**src/rtl/pipe_stage_elastic_if.sv**
```systemverilog
// Handshake bundle for one side of an elastic pipeline stage: valid/ready plus {ctrl, data} payload.
// Latency: none, this is wiring only.
// Backpressure: the slave drives ready and the master holds its payload until valid & ready.
//
// Signals:
//   valid : entry present (master -> slave)
//   ready : slave can take the entry this cycle (slave -> master)
//   ctrl  : control bits, CTRL_W wide (master -> slave)
//   data  : data/operands, DATA_W wide (master -> slave)
interface pipe_stage_elastic_if #(
  parameter int CTRL_W = 12,
  parameter int DATA_W = 128
);
  logic              valid;
  logic              ready;
  logic [CTRL_W-1:0] ctrl;
  logic [DATA_W-1:0] data;

  modport master (
    output valid,
    output ctrl,
    output data,
    input  ready
  );

  modport slave (
    input  valid,
    input  ctrl,
    input  data,
    output ready
  );
endinterface

```
**src/rtl/pipe_stage_elastic.sv**
```systemverilog
// Elastic pipeline register with a 2-entry skid buffer, synchronous flush and NOP-bubble insertion.
// Latency: an accepted entry reaches the outputs 1 cycle after acceptance; 1 entry/cycle sustained.
// Backpressure: in_ready is ~skid_valid, a pure flop output; a stalled output holds its payload stable.
//
// Ports:
//   clk_i        : rising-edge clock
//   rst_ni       : asynchronous active-low reset
//   flush_i      : synchronous kill of every held entry, wins over all transitions
//   in_if        : upstream side (slave modport): valid/ctrl/data in, ready out
//   out_if       : downstream side (master modport): valid/ctrl/data out, ready in
//   occupancy_o  : number of held entries (0, 1 or 2)
//   stall_cnt_o  : cycles with out_valid & ~out_ready (only with PIPE_STAGE_PERF_CNT_EN)
//   bubble_cnt_o : cycles with out_valid=0 and no flush (only with PIPE_STAGE_PERF_CNT_EN)
//
// Optional feature macro: PIPE_STAGE_PERF_CNT_EN adds the two saturating 32-bit counters.
//
// Parameters:
//   CTRL_W     : control width; control reads 0 whenever the output is a bubble
//   DATA_W     : data width; data is held across bubbles
//   CLEAR_DATA : when nonzero, data also reads 0 while the output is a bubble
module pipe_stage_elastic #(
  parameter int CTRL_W     = 12,
  parameter int DATA_W     = 128,
  parameter int CLEAR_DATA = 0
) (
  input  logic                 clk_i,
  input  logic                 rst_ni,
  input  logic                 flush_i,
  pipe_stage_elastic_if.slave  in_if,
  pipe_stage_elastic_if.master out_if,
  output logic [1:0]           occupancy_o
`ifdef PIPE_STAGE_PERF_CNT_EN
  ,
  output logic [31:0]          stall_cnt_o,
  output logic [31:0]          bubble_cnt_o
`endif
);

  typedef struct packed {
    logic [CTRL_W-1:0] ctrl;
    logic [DATA_W-1:0] data;
  } entry_t;

  // State encoding equals the occupancy count so occupancy_o is a direct flop output.
  typedef enum logic [1:0] {
    ST_EMPTY = 2'd0,
    ST_ONE   = 2'd1,
    ST_FULL  = 2'd2
  } state_t;

  state_t state_q;
  entry_t main_q;
  entry_t skid_q;
  logic   main_vld_q;
  logic   skid_vld_q;

  entry_t in_ent;
  logic   acc;
  logic   rel;

  assign in_ent = {in_if.ctrl, in_if.data};
  assign acc    = in_if.valid & ~skid_vld_q;
  assign rel    = main_vld_q & out_if.ready;

  // Payload left in the main register when it goes empty: control is forced to a
  // NOP so downstream never sees stale RegWrite/MemWrite bits; data is either kept
  // (cheap hold, useful for debug) or zeroed.
  function automatic entry_t bubble_of(input entry_t cur);
    entry_t b;
    b.ctrl = '0;
    b.data = (CLEAR_DATA != 0) ? '0 : cur.data;
    return b;
  endfunction

  always_ff @(posedge clk_i or negedge rst_ni) begin
    if (!rst_ni) begin
      state_q    <= ST_EMPTY;
      main_q     <= '0;
      skid_q     <= '0;
      main_vld_q <= 1'b0;
      skid_vld_q <= 1'b0;
    end else if (flush_i) begin
      // A release in this cycle was already sampled downstream; an accept is dropped.
      state_q    <= ST_EMPTY;
      main_q     <= bubble_of(main_q);
      skid_q     <= '0;
      main_vld_q <= 1'b0;
      skid_vld_q <= 1'b0;
    end else begin
      case (state_q)
        ST_EMPTY: begin
          if (acc) begin
            main_q     <= in_ent;
            main_vld_q <= 1'b1;
            state_q    <= ST_ONE;
          end
        end
        ST_ONE: begin
          if (acc && rel) begin
            main_q <= in_ent;
          end else if (acc) begin
            // Downstream stalled but in_ready was already promised: park in skid.
            skid_q     <= in_ent;
            skid_vld_q <= 1'b1;
            state_q    <= ST_FULL;
          end else if (rel) begin
            main_q     <= bubble_of(main_q);
            main_vld_q <= 1'b0;
            state_q    <= ST_EMPTY;
          end
        end
        ST_FULL: begin
          // in_ready is low here, so only a release can move the state.
          if (rel) begin
            main_q     <= skid_q;
            skid_q     <= '0;
            skid_vld_q <= 1'b0;
            state_q    <= ST_ONE;
          end
        end
        default: begin
          state_q    <= ST_EMPTY;
          main_q     <= bubble_of(main_q);
          skid_q     <= '0;
          main_vld_q <= 1'b0;
          skid_vld_q <= 1'b0;
        end
      endcase
    end
  end

  assign in_if.ready  = ~skid_vld_q;
  assign out_if.valid = main_vld_q;
  assign out_if.ctrl  = main_q.ctrl;
  assign out_if.data  = main_q.data;
  assign occupancy_o  = state_q;

`ifdef PIPE_STAGE_PERF_CNT_EN
  logic [31:0] stall_cnt_q, stall_cnt_d;
  logic [31:0] bubble_cnt_q, bubble_cnt_d;

  // Saturating counters; flush only suppresses the bubble count, never clears.
  always_comb begin
    stall_cnt_d  = stall_cnt_q;
    bubble_cnt_d = bubble_cnt_q;
    if (main_vld_q && !out_if.ready && (stall_cnt_q != 32'hFFFF_FFFF)) begin
      stall_cnt_d = stall_cnt_q + 32'd1;
    end
    if (!main_vld_q && !flush_i && (bubble_cnt_q != 32'hFFFF_FFFF)) begin
      bubble_cnt_d = bubble_cnt_q + 32'd1;
    end
  end

  always_ff @(posedge clk_i or negedge rst_ni) begin
    if (!rst_ni) begin
      stall_cnt_q  <= '0;
      bubble_cnt_q <= '0;
    end else begin
      stall_cnt_q  <= stall_cnt_d;
      bubble_cnt_q <= bubble_cnt_d;
    end
  end

  assign stall_cnt_o  = stall_cnt_q;
  assign bubble_cnt_o = bubble_cnt_q;
`endif

endmodule

```
**src/flat_wrapper.sv**
```systemverilog
// flat-port wrapper written by rule: the top's interface ports become plain ports
module pipe_stage_elastic_flat 
#(
  parameter int CTRL_W     = 12,
  parameter int DATA_W     = 128,
  parameter int CLEAR_DATA = 0
)
  (clk_i, rst_ni, flush_i, occupancy_o, in_if_valid, in_if_ctrl, in_if_data, in_if_ready, out_if_valid, out_if_ctrl, out_if_data, out_if_ready);
  pipe_stage_elastic_if #(.CTRL_W(CTRL_W), .DATA_W(DATA_W)) in_if_i ();
  pipe_stage_elastic_if #(.CTRL_W(CTRL_W), .DATA_W(DATA_W)) out_if_i ();
  input  logic clk_i;
  input  logic rst_ni;
  input  logic flush_i;
  output logic [1:0] occupancy_o;
  input wire logic [$bits(in_if_i.valid)-1:0] in_if_valid;
  input wire logic [$bits(in_if_i.ctrl)-1:0] in_if_ctrl;
  input wire logic [$bits(in_if_i.data)-1:0] in_if_data;
  output wire logic [$bits(in_if_i.ready)-1:0] in_if_ready;
  output wire logic [$bits(out_if_i.valid)-1:0] out_if_valid;
  output wire logic [$bits(out_if_i.ctrl)-1:0] out_if_ctrl;
  output wire logic [$bits(out_if_i.data)-1:0] out_if_data;
  input wire logic [$bits(out_if_i.ready)-1:0] out_if_ready;
  assign in_if_i.valid = in_if_valid;
  assign in_if_i.ctrl = in_if_ctrl;
  assign in_if_i.data = in_if_data;
  assign in_if_ready = in_if_i.ready;
  assign out_if_valid = out_if_i.valid;
  assign out_if_ctrl = out_if_i.ctrl;
  assign out_if_data = out_if_i.data;
  assign out_if_i.ready = out_if_ready;
  pipe_stage_elastic #(.CTRL_W(CTRL_W), .DATA_W(DATA_W), .CLEAR_DATA(CLEAR_DATA)) u_core (.clk_i(clk_i), .rst_ni(rst_ni), .flush_i(flush_i), .in_if(in_if_i), .out_if(out_if_i), .occupancy_o(occupancy_o));
endmodule
```
**config.mk**
```make
export PLATFORM = sky130hd
export DESIGN_NAME = pipe_stage_elastic_flat
export DESIGN_NICKNAME = d
export VERILOG_FILES = /design/src/rtl/pipe_stage_elastic_if.sv /design/src/rtl/pipe_stage_elastic.sv /design/src/flat_wrapper.sv
export SDC_FILE = /design/constraint.sdc
export NUM_CORES = 1
export LEC_CHECK = 0
export CAP_MARGIN = 20
export CORE_MARGIN = 4
export CORE_UTILIZATION = 44
export DETAILED_ROUTE_END_ITERATION = 8
export PLACE_DENSITY = 0.8
export SYNTH_ARGS = -nofsm -noshare
export SYNTH_HDL_FRONTEND = slang
export SYNTH_SLANG_ARGS = --single-unit
```
**constraint.sdc**
```tcl
create_clock -name clk_i -period 4.9 [get_ports clk_i]
set_input_delay 0.98 -clock clk_i [delete_from_list [all_inputs] [get_ports clk_i]]
set_output_delay 0.98 -clock clk_i [all_outputs]
set_load 0.02 [all_outputs]
```
* After elaboration in Yosys (flattened, before gate mapping)
Index checks and enable logic that the tools add are counted.
Cells by class: eq/ne operators 16, multiplexer cells 27, bitwise logic cells 4, reductions and logical operators 8
Operator list (count):
- $mux W140 | 9
- $pmux W140 S3 | 2
- $mux W2 | 6
- $ne A3 B2 Y1 const B | 4
- $reduce_and A4 Y1 | 3
- $reduce_and A5 Y1 | 2
- $ne A4 B2 Y1 const B | 2
- $mux W1 | 7
- $ne A2 B1 Y1 const B | 3
- $ne A3 B3 Y1 const B | 2
- $pmux W1 S3 | 2
- $pmux W2 S3 | 1
- $ne A2 B2 Y1 const B | 2
- $ne A4 B4 Y1 const B | 1
- $reduce_bool A3 Y1 | 1
- $and A1 B1 Y1 | 2
- $eq A2 B1 Y1 const B | 1
- $eq A2 B2 Y1 const B | 1
- $logic_not A2 Y1 | 1
- $not A1 Y1 | 2
- $logic_and A1 B1 Y1 | 1
Word-level totals: flip-flop bits (word level) 284, logic and storage cells 62

* Depth between registers and ports, before layout
word-level depth 6, depth in mapped cells 8

* Least setup slack after synthesis
OpenSTA, ideal clock, no wires.
kind input port to flip-flop, start point input out_if_ready, end point register u_core.main_q, in the netlist u_core.out_if.data[0], setup time 125 ps, arrival time 2187 ps, path slack 2588 ps, cell stages on the path 7, path buffers 3, path through and2_1 -> buf_2 -> a21oi_2 -> a21o_1 -> buf_6 -> buf_6 -> mux2_4
Between the ends: word-level cells in the longest chain between the ends 4
RTL lines:
- start: declaration | line flat_wrapper.sv:22 | input wire logic [$bits(out_if_i.ready)-1:0] out_if_ready;
- $and A1 B1 Y1 * | line pipe_stage_elastic.sv:63 | assign rel = main_vld_q & out_if.ready;
- $logic_and A1 B1 Y1 | line pipe_stage_elastic.sv:99 | if (acc && rel) begin
- $ne A2 B1 Y1 (no line) / $mux W140 (equally long branches)
- $reduce_and A5 Y1 (no line) / $pmux W140 S3 (equally long branches)
- end signal: assignment | line pipe_stage_elastic.sv:100 | main_q <= in_ent;
- end signal: assignment | line pipe_stage_elastic.sv:107 | main_q <= bubble_of(main_q);
- end signal: assignment | line pipe_stage_elastic.sv:115 | main_q <= skid_q;
- end: declaration | line pipe_stage_elastic.sv:52 | entry_t main_q;
Mark *: on every way between the ends. The rest lies on a longest branch, timed or not. A chain may end at the register's enable or synchronous reset.

* Worst setup path in the final report
start point input out_if_ready, end point register u_core.main_q, in the netlist u_core.out_if.data[44]
The elaborated chain is that of the path after synthesis.

==> flow_summary.yaml <==
status:
  outcome: "finished clean"
sta:
  min_period_ns: 2.94
  hold_violations: 0
  slew_headroom: 0.367
  setup_viol: 0
  rsz0062_at_grt: "no"
  slew_violations: 0
  holdWs_ns: 0.460
  fin_tns_setup_ns: 0
  worst_pin_slew_ns: 0.950
  clock_skew_ns: 0.00812
  fin_ws_ns: 1.96
  max_freq_ghz: 0.340
  finalCritPeriodShare: 0.600
grt:
  grt_max_degree: 98
  overflow: 0
  grt_use_met2: 0.311
  grt-busiest-layer: "met2"
  grt_use_met1: 0.272
  grt_pass1_vias: 8718
  grt_pass1_wl_mm: 49.4
  met3_usage: 0.0513
  antenna_found_initial: 2
  track_usage: 0.196
logic_synthesis:
  synth_ff_type: "dfrtp_1"
  synthArstFlopShare: 1.00
  synth-edff-count: 0
  synth_top_area_share: 0.581
  synth_warnings: 0
  synth_seq_cells: 284
  netlist_instances: 818
  synth_top_cell_by_area: "dfrtp_1"
  syn_avg_cell_area_um2: 14.9
  yosysSeqAreaShare: 0.581
  synthTopCellsByArea: "dfrtp_1, a22o_1, mux2_4"
  syn_area_um2: 12200
  syn_nets: 963
  yosysUniqueCellTypes: 28
layout:
  stdcell_count: 1469
  fill_cells: 2099
  final_cell_mix: "clkdlybuf4s50_1, dfrtp_1, a22o_1, mux2_4, clkbuf_16"
  layout_commonest_cell: "clkdlybuf4s50_1"
  drive_above_1_share: 0.182
  area_growth_pct: 34.1
  finalNetCount: 1217
  fin_util: 0.603
power_and_ir_drop:
  power_density_nw_per_um2: 499
  vdd_drop_max_uv: 343
  leakagePower_nw: 7.85
die:
  rows: 60
  die_area_um2: 30500
  start_util: 0.450
  die_w_um: 175
  io-pin-count: 289
  die_h_um: 175
  core-area_um2: 27200
clock_tree:
  hold_buffers: 0
  cts_tree: "built"
  clk_pin_slew_ns: 0.06
  cts_buffers: 30
  clock_latency_ns: 0.54
  htree_levels: 1
  post-cts-setup-buffers: 0
  cts_buffer_depth: 3
  clock_sinks: 284
  root_buffer: "clkbuf_16"
  cts_resized: 0
drt:
  vias_per_cell: 5.68
  drt-pass1-iter-count: 5
  totalWireLength_mm: 31.3
  vias: 8346
  wire_per_inst_um: 21.3
  drc: 0
  drtIter0Drc: 675
  final_antenna_net_count: 0
job:
  drv_cap: 0
worst_setup_path:
  cp_max_fo: 64
  setup.worst_path.start_class: "input port"
  worstPathRequired_ns: 5.32
  arrival_ns: 3.36
  r2r_slack_ns: 2.05
  end_kind: "flip-flop"
  crit_type: "input port to flip-flop"
placement:
  gp_congestion: 0.757
  dp_worst_setup_slack_ns: 1.42
  dp.cells: 1412
  port_buffers: 288
  dp_hpwl_mm: 19.6
worst_hold_path:
  holdCritPathClass: "input port to asynchronous set/reset pin"
worst max-delay path, stage by stage:
cell             delay [ns]
clkdlybuf4s50_1        0.46
and2_1                 0.24
a21oi_2                0.23
a21o_4                 0.54
buf_12                 0.46
mux2_4                 0.34
layout make-up:
cell class / count / area, um2 / area share
Clock inverter: 8 / 115 / 0.00703
Sequential cell: 284 / 7110 / 0.434
Timing Repair Buffer: 303 / 3080 / 0.188
Tap cell: 372 / 465 / 0.0284
Clock buffer: 48 / 930 / 0.0567
Inverter: 1 / 3.75 / 0.000229
Antenna cell: 1 / 2.50 / 0.000153
Multi-Input combinational cell: 452 / 4690 / 0.286
worst paths after layout:
kind / from / end / cells past startpoint
min: rst_ni / u_core.out_if.data[107] / 1
min reg2reg: u_core.out_if.ctrl[3] / u_core.out_if.ctrl[3] / 1
max reg2reg: u_core.occupancy_o[1] / u_core.out_if.ctrl[0] / 5
min in group clk_i: u_core.out_if.ctrl[3] / u_core.out_if.ctrl[3] / 1
max: out_if_ready / u_core.out_if.data[44] / 6
max in group asynchronous: rst_ni / u_core.out_if.ctrl[4] / 2
flip-flops by register name (all words and copies together), names as in the netlist:
| name | flops |
|---|---|
| u_core.out_if.ctrl | 12 |
| u_core.skid_q | 140 |
| u_core.out_if.data | 128 |
| u_core.occupancy_o | 2 |
| u_core.out_if.valid | 1 |
| u_core.skid_vld_q | 1 |
logic make-up after synthesis:
group / after synthesis / synth area share
compound gates: 306 / 0.216
buf+inv: 82 / 0.0379
flops: 284 / 0.581
mux: 128 / 0.155
simple gates: 18 / 0.0102
per-stage QoR:
stage	total power [mW]	instance area [um2]
6_report	8.18	16400
2_1_floorplan	4.60	12200
4_1_cts	8.27	16400
3_3_place_gp	5.83	15300
3_5_place_dp	5.88	15300
5_1_grt	8.54	16400
report_power, final:
group,switching [mW],total [mW],internal [mW]
Sequential,0.321,3.13,2.81
Combinational,1.21,2.71,1.49
Clock,0.896,2.34,1.45
Total,2.43,8.18,5.76
cells in the mapped netlist, types with 2 or more instances:
master / count
a21o_1: 4
a21oi_1: 5
a21oi_2: 2
a22o_1: 268
a22oi_1: 12
buf_2: 37
buf_6: 14
clkbuf_1: 29
dfrtp_1: 284
mux2_2: 8
mux2_4: 120
nand2_1: 4
nand2b_1: 2
nor2_1: 2
nor2b_1: 2
o21bai_1: 2
o2bb2ai_1: 12
routing by layer:
metal | vias up | wire [um]
li1 | 3674 | -
met1 | 4326 | 13600
met2 | 292 | 14800
met3 | 52 | 2140
met4 | 2 | 764
met5 | - | 20
No activity file was read; power rests on OpenSTA's default activity.
